--- config.mk ---
export PLATFORM = sky130hd
export DESIGN_NAME = msb_scan_ctrl
export DESIGN_NICKNAME = d
export VERILOG_FILES = /design/src/rtl/msb_scan_ctrl.sv
export SDC_FILE = /design/constraint.sdc
export NUM_CORES = 1
export LEC_CHECK = 0
export CAP_MARGIN = 0
export CORE_MARGIN = 2
export CORE_UTILIZATION = 30
export DETAILED_ROUTE_END_ITERATION = 10
export GPL_TIMING_DRIVEN = 0
export HOLD_SLACK_MARGIN = 0.03
export PLACE_DENSITY_LB_ADDON = 0.08
export SYNTH_ARGS = -nofsm -noshare
export SYNTH_HDL_FRONTEND = slang
export SYNTH_SLANG_ARGS = --single-unit
--- constraint.sdc ---
create_clock -name clk -period 5.9 [get_ports clk]
set_input_delay 1.475 -clock clk [delete_from_list [all_inputs] [get_ports clk]]
set_output_delay 1.475 -clock clk [all_outputs]
set_load 0.1 [all_outputs]
--- src/rtl/msb_scan_ctrl.sv ---
// msb_scan_ctrl: accepts one N-bit word, then emits the indices of its set
// bits from highest to lowest, one per output handshake.
// Optional feature: define MSB_SCAN_COUNT_EN to add out_cnt, the 0-based
// beat index within the current word.
module msb_scan_ctrl #(
  parameter int N = 64,
  parameter int W = 8
) (
  input  logic         clk,
  input  logic         rst,
  input  logic         in_valid,
  input  logic [N-1:0] in_word,
  output logic         in_ready,
  output logic         out_valid,
  input  logic         out_ready,
  output logic [W-1:0] out_pos,
  output logic         out_last,
  output logic         out_zero,
  input  logic         abort
`ifdef MSB_SCAN_COUNT_EN
  ,
  output logic [W:0]   out_cnt
`endif
);

  typedef enum logic {IDLE, SCAN} state_t;

  state_t       state, state_nx;
  logic [N-1:0] work;
  logic [N-1:0] top_onehot;
  logic [W-1:0] top_pos;
  logic         zero_flag;
  logic         single;
  logic         accept;
  logic         fire;

  // Priority encoder: last assignment wins, so the highest set bit is kept
  always_comb begin
    top_pos    = '0;
    top_onehot = '0;
    for (int unsigned i = 0; i < N; i++) begin
      if (work[i]) begin
        top_pos       = W'(i);
        top_onehot    = '0;
        top_onehot[i] = 1'b1;
      end
    end
  end

  // At most one bit left (also true for an all-zero word)
  assign single = ((work & (work - N'(1))) == '0);

  // State register
  always_ff @(posedge clk) begin
    if (rst) state <= IDLE;
    else     state <= state_nx;
  end

  // Next-state logic and handshake outputs
  always_comb begin
    state_nx  = state;
    in_ready  = 1'b0;
    out_valid = 1'b0;
    out_pos   = '0;
    out_last  = 1'b0;
    out_zero  = 1'b0;
    accept    = 1'b0;
    fire      = 1'b0;
    unique case (state)
      IDLE: begin
        in_ready = 1'b1;
        if (in_valid && !abort) begin
          accept   = 1'b1;
          state_nx = SCAN;
        end
      end
      SCAN: begin
        out_valid = 1'b1;
        out_pos   = top_pos;
        out_last  = single;
        out_zero  = zero_flag;
        if (abort) begin
          state_nx = IDLE;
        end else if (out_ready) begin
          fire = 1'b1;
          if (single) state_nx = IDLE;
        end
      end
      default: state_nx = IDLE;
    endcase
  end

  // Working word, zero flag and optional beat counter
  always_ff @(posedge clk) begin
    if (rst) begin
      work      <= '0;
      zero_flag <= 1'b0;
`ifdef MSB_SCAN_COUNT_EN
      out_cnt   <= '0;
`endif
    end else if (accept) begin
      work      <= in_word;
      zero_flag <= (in_word == '0);
`ifdef MSB_SCAN_COUNT_EN
      out_cnt   <= '0;
`endif
    end else if (state == SCAN && abort) begin
      work <= '0;
    end else if (fire) begin
      work <= work & ~top_onehot;
`ifdef MSB_SCAN_COUNT_EN
      out_cnt <= out_cnt + (W+1)'(1);
`endif
    end
  end

endmodule

==> impl_metrics.py <==
metrics = {
    "critical_path": {
        "reg2reg_depth": 9,
        "startpoint": "work[44]",
        "cpMaxStageDelayCell": "nor4_1",
        "reg2reg_slack_ns": 2.14,
        "path_cells": "clkbuf_1 -> or4_1 -> nor4_1 -> nand3_1 -> nand2_1 -> and4_1 -> nand4_1 -> nor4_4 -> and2_1 -> buf_4",
        "start_kind": "flop",
        "path_max_fanout": 9,
        "r2r-end": "state",
        "cpPeakStageDelay_ns": 0.97,
        "reg2reg_from": "work[44]",
        "critPathArrivalTime_ns": 4.35,
        "path_buf_inv": 2,
        "cp_data_required_time_ns": 4.43,
        "worstSetupPathType": "reg2out",
        "worst_path_dominant_cell_family": "simple AND/OR/NAND/NOR gates",
        "end_kind": "primary output",
    },
    "timing": {
        "drv_slew": 0,
        "rsz0062_at_grt": "no",
        "whs_ns": 0.498,
        "fin_skew_ns": 0.00756,
        "finalSetupViolations": 0,
        "clock.fmax_ghz": 0.172,
        "final.period_utilization_pct": 98.8,
        "hold_violations": 0,
        "period_needed_ns": 5.83,
        "slew_headroom_pct": 22.4,
        "worst-slew-pin-transition_ns": 1.15,
    },
    "hold_path": {
        "min_to": "zero_flag",
        "hold_start": "zero_flag",
        "hold_path.class": "reg2reg",
        "hold_depth": 2,
    },
    "floorplan": {
        "core_area_mm2": 0.0165,
        "rows": 47,
        "start_util_pct": 30.4,
        "die_x_um": 133,
        "dieArea_mm2": 0.0178,
        "die_y_um": 133,
        "io_pins": 81,
    },
    "global_routing": {
        "grt_pass1_wl_um": 40800,
        "grt_max_degree": 12,
        "antenna_found_initial": 1,
        "grt_usage_pct": 31.1,
        "grt.overflow.total": 0,
        "grt_pass1_vias": 6334,
    },
    "cts": {
        "postCtsSetupBuffers": 0,
        "cts_buffer_depth": 2,
        "cts_sinks": 66,
        "cts_tree": "done",
        "cts.clk_slew.worst_paths_ns": 0.06,
        "clkLatencyLatePin_ns": 0.35,
        "root_buffer": "clkbuf_16",
        "cts_max_level": 3,
        "cts.hold.buffers_added": 0,
        "cts_buffers": 9,
    },
    "route": {
        "highest_layer": "met5",
        "dr.pass1.iters": 7,
        "wl_met3_um": 2590,
        "drtIter0Drc": 735,
        "antenna_left": 0,
        "drt-total-wl_um": 28000,
        "vias": 6659,
        "viasPerCell": 6.33,
        "wl_per_cell_um": 26.6,
        "drt-met1-wl_um": 12200,
        "drc": 0,
        "dr_wl_met2_um": 12200,
    },
    "place": {
        "io_buffers": 77,
        "dp_hpwl_um": 21900,
        "placed_area_mm2": 0.00606,
        "gp_congestion": 0.982,
    },
    "yosys": {
        "synth-main-ff-cell": "dfxtp_1",
        "syn_inst": 738,
        "syn-cell-area_mm2": 0.00501,
        "synth_cell_types": 61,
        "avgSynthCellArea_um2": 6.79,
        "ys_warn_count": 0,
        "seq_area_frac_synth_pct": 26.4,
        "synth_edf_count": 0,
        "synth-async-reset-ratio_pct": 0,
        "synth-seq-cells": 66,
    },
    "layout": {
        "final_cell_area_mm2": 0.00643,
        "area_growth_pct": 28.4,
        "n_antenna_cell": 0,
        "drive_above_1_share_pct": 5.29,
        "nets": 896,
    },
    "status": {
        "status": "complete, no violations",
    },
    "power_and_ir_drop": {
        "p_clk_share_pct": 34.6,
        "p_leak_nw": 2.16,
        "combPwrFrac_pct": 35.4,
        "power_density_mw_per_mm2": 253,
        "p_sw_uw": 639,
        "sw_frac_of_total_pct": 39.2,
        "internal-power_uw": 991,
        "p_seq_share_pct": 30.0,
        "ir_worst_vdd_v": 0.000147,
    },
    "run": {
        "max_cap_violations": 0,
    },
}
## timing repair
| item | CTS | global route |
|---|---|---|
| resized for setup | 10 | 7 |
| hold endpoints to repair | 0 | 0 |
| endpoints found under the setup margin | 1 | 1 |
## state kept, by name, indices dropped and copies added (netlist names)
name and cells:
work 64, state 1, zero_flag 1
## worst max-delay path by stage
stage / endpoint / cells past startpoint / slack (ns)
floorplan: out_pos[2] / 4 / 0.71
global placement: out_last / 10 / -0.84
detailed placement: out_last / 10 / -0.62
CTS: out_last / 10 / 0.07
global route: out_last / 10 / 0.06
finish: out_last / 10 / 0.07
## layout make-up
cell class,instances,area [um2]
inverter,13,48.8
tap,220,275
fill,1806,10000
timing repair buffer,77,768
sequential,66,1320
buffer,69,277
clock inverter,4,51.3
multi-input combinational,591,3440
clock buffer,12,246
## synthesized netlist by cell type, types with 4 or more instances
master	number	area, um2
a2111oi_0	4	35.0
o311ai_0	7	61.3
nand3_1	28	140
o21ai_0	30	150
or2_2	4	25.0
o211ai_1	12	90.1
inv_1	13	48.8
or3_1	13	81.3
a32oi_1	40	350
nand2b_1	4	25.0
nand4_1	29	181
a21oi_1	46	230
nor2_1	128	480
o41ai_1	5	43.8
o21a_1	5	37.5
nor2b_1	6	37.5
or4_1	18	135
o22ai_1	4	25.0
nor3_1	29	145
nor4_1	45	282
nand2_1	71	267
clkbuf_1	64	240
o31ai_1	9	67.6
dfxtp_1	66	1320
## worst reg2reg max path: cells and delay by family (launching register included)
kind | cells | cell delay (ns)
flops | 1 | 0.29
buf+inv | 1 | 0.20
compound gates | 1 | 0.11
simple gates | 7 | 3.04
## cell families (layout without fill, tap and decap cells)
group | Yosys count | in the layout | synth area share [%]
DFF | 66 | 66 | 26.4
AOI/OAI and AO/OA | 189 | 189 | 26.7
and+or+nand+nor | 398 | 398 | 40.0
adders and majority gates | 1 | 1 | 0.200
other | 1 | 2 | 0.0748
muxes | 1 | 1 | 0.200
buffers and inverters | 82 | 175 | 6.49
## power by group through the flow
stage               clock network, mW  registers [mW]  logic, mW
finish                          0.564           0.488      0.577
detailed placement                  0           0.496      0.546
global placement                    0           0.496      0.551
floorplan                           0           0.490      0.328
CTS                             0.570           0.487      0.552
global route                    0.591           0.490      0.611
## layout by cell type, fill, tap and decap left out, types with 3 or more instances in the layout
cell / Yosys / routed
nor2b_1: 6 / 6
a32oi_1: 40 / 40
clkdlybuf4s50_1: 0 / 76
and2_1: 3 / 3
o2111ai_1: 3 / 3
buf_4: 2 / 3
nor4_2: 3 / 7
nand2b_1: 4 / 4
or2_2: 4 / 4
dfxtp_1: 66 / 66
clkbuf_1: 64 / 66
or3_1: 13 / 13
inv_1: 13 / 13
o311ai_0: 7 / 7
nor2_1: 128 / 128
a21oi_1: 46 / 46
o41ai_1: 5 / 5
or4_1: 18 / 18
o211ai_1: 12 / 12
nand2_1: 71 / 71
nand3_1: 28 / 28
nand4_1: 29 / 29
o21a_1: 5 / 5
o31ai_1: 9 / 9
o21ai_0: 30 / 30
nor4_1: 45 / 38
o22ai_1: 4 / 4
clkbuf_16: 0 / 9
a2111oi_0: 4 / 4
nor4_4: 0 / 3
nor3_1: 29 / 29
## metal layers
| layer | up-vias | GRT usage (%) |
|---|---|---|
| li1 | 3004 | - |
| met1 | 3225 | 41.6 |
| met2 | 374 | 47.4 |
| met3 | 54 | 8.03 |
| met4 | 2 | 13.3 |
| met5 | - | 0 |
## per-stage QoR
stage / setup slack (ns) / utilization (%) / total power, mW / TNS [ns] / std cells
finish: 0.0701 / 39.1 / 1.63 / 0 / 1052
CTS: 0.0696 / 38.8 / 1.61 / 0 / 1052
global placement: -0.836 / 36.8 / 1.05 / -0.836 / 1036
global route: 0.0630 / 39.1 / 1.69 / 0 / 1052
floorplan: 0.706 / - / 0.818 / 0 / 739
detailed placement: -0.624 / 36.8 / 1.04 / -0.624 / 1036
Power figures use the tool's default switching activity.
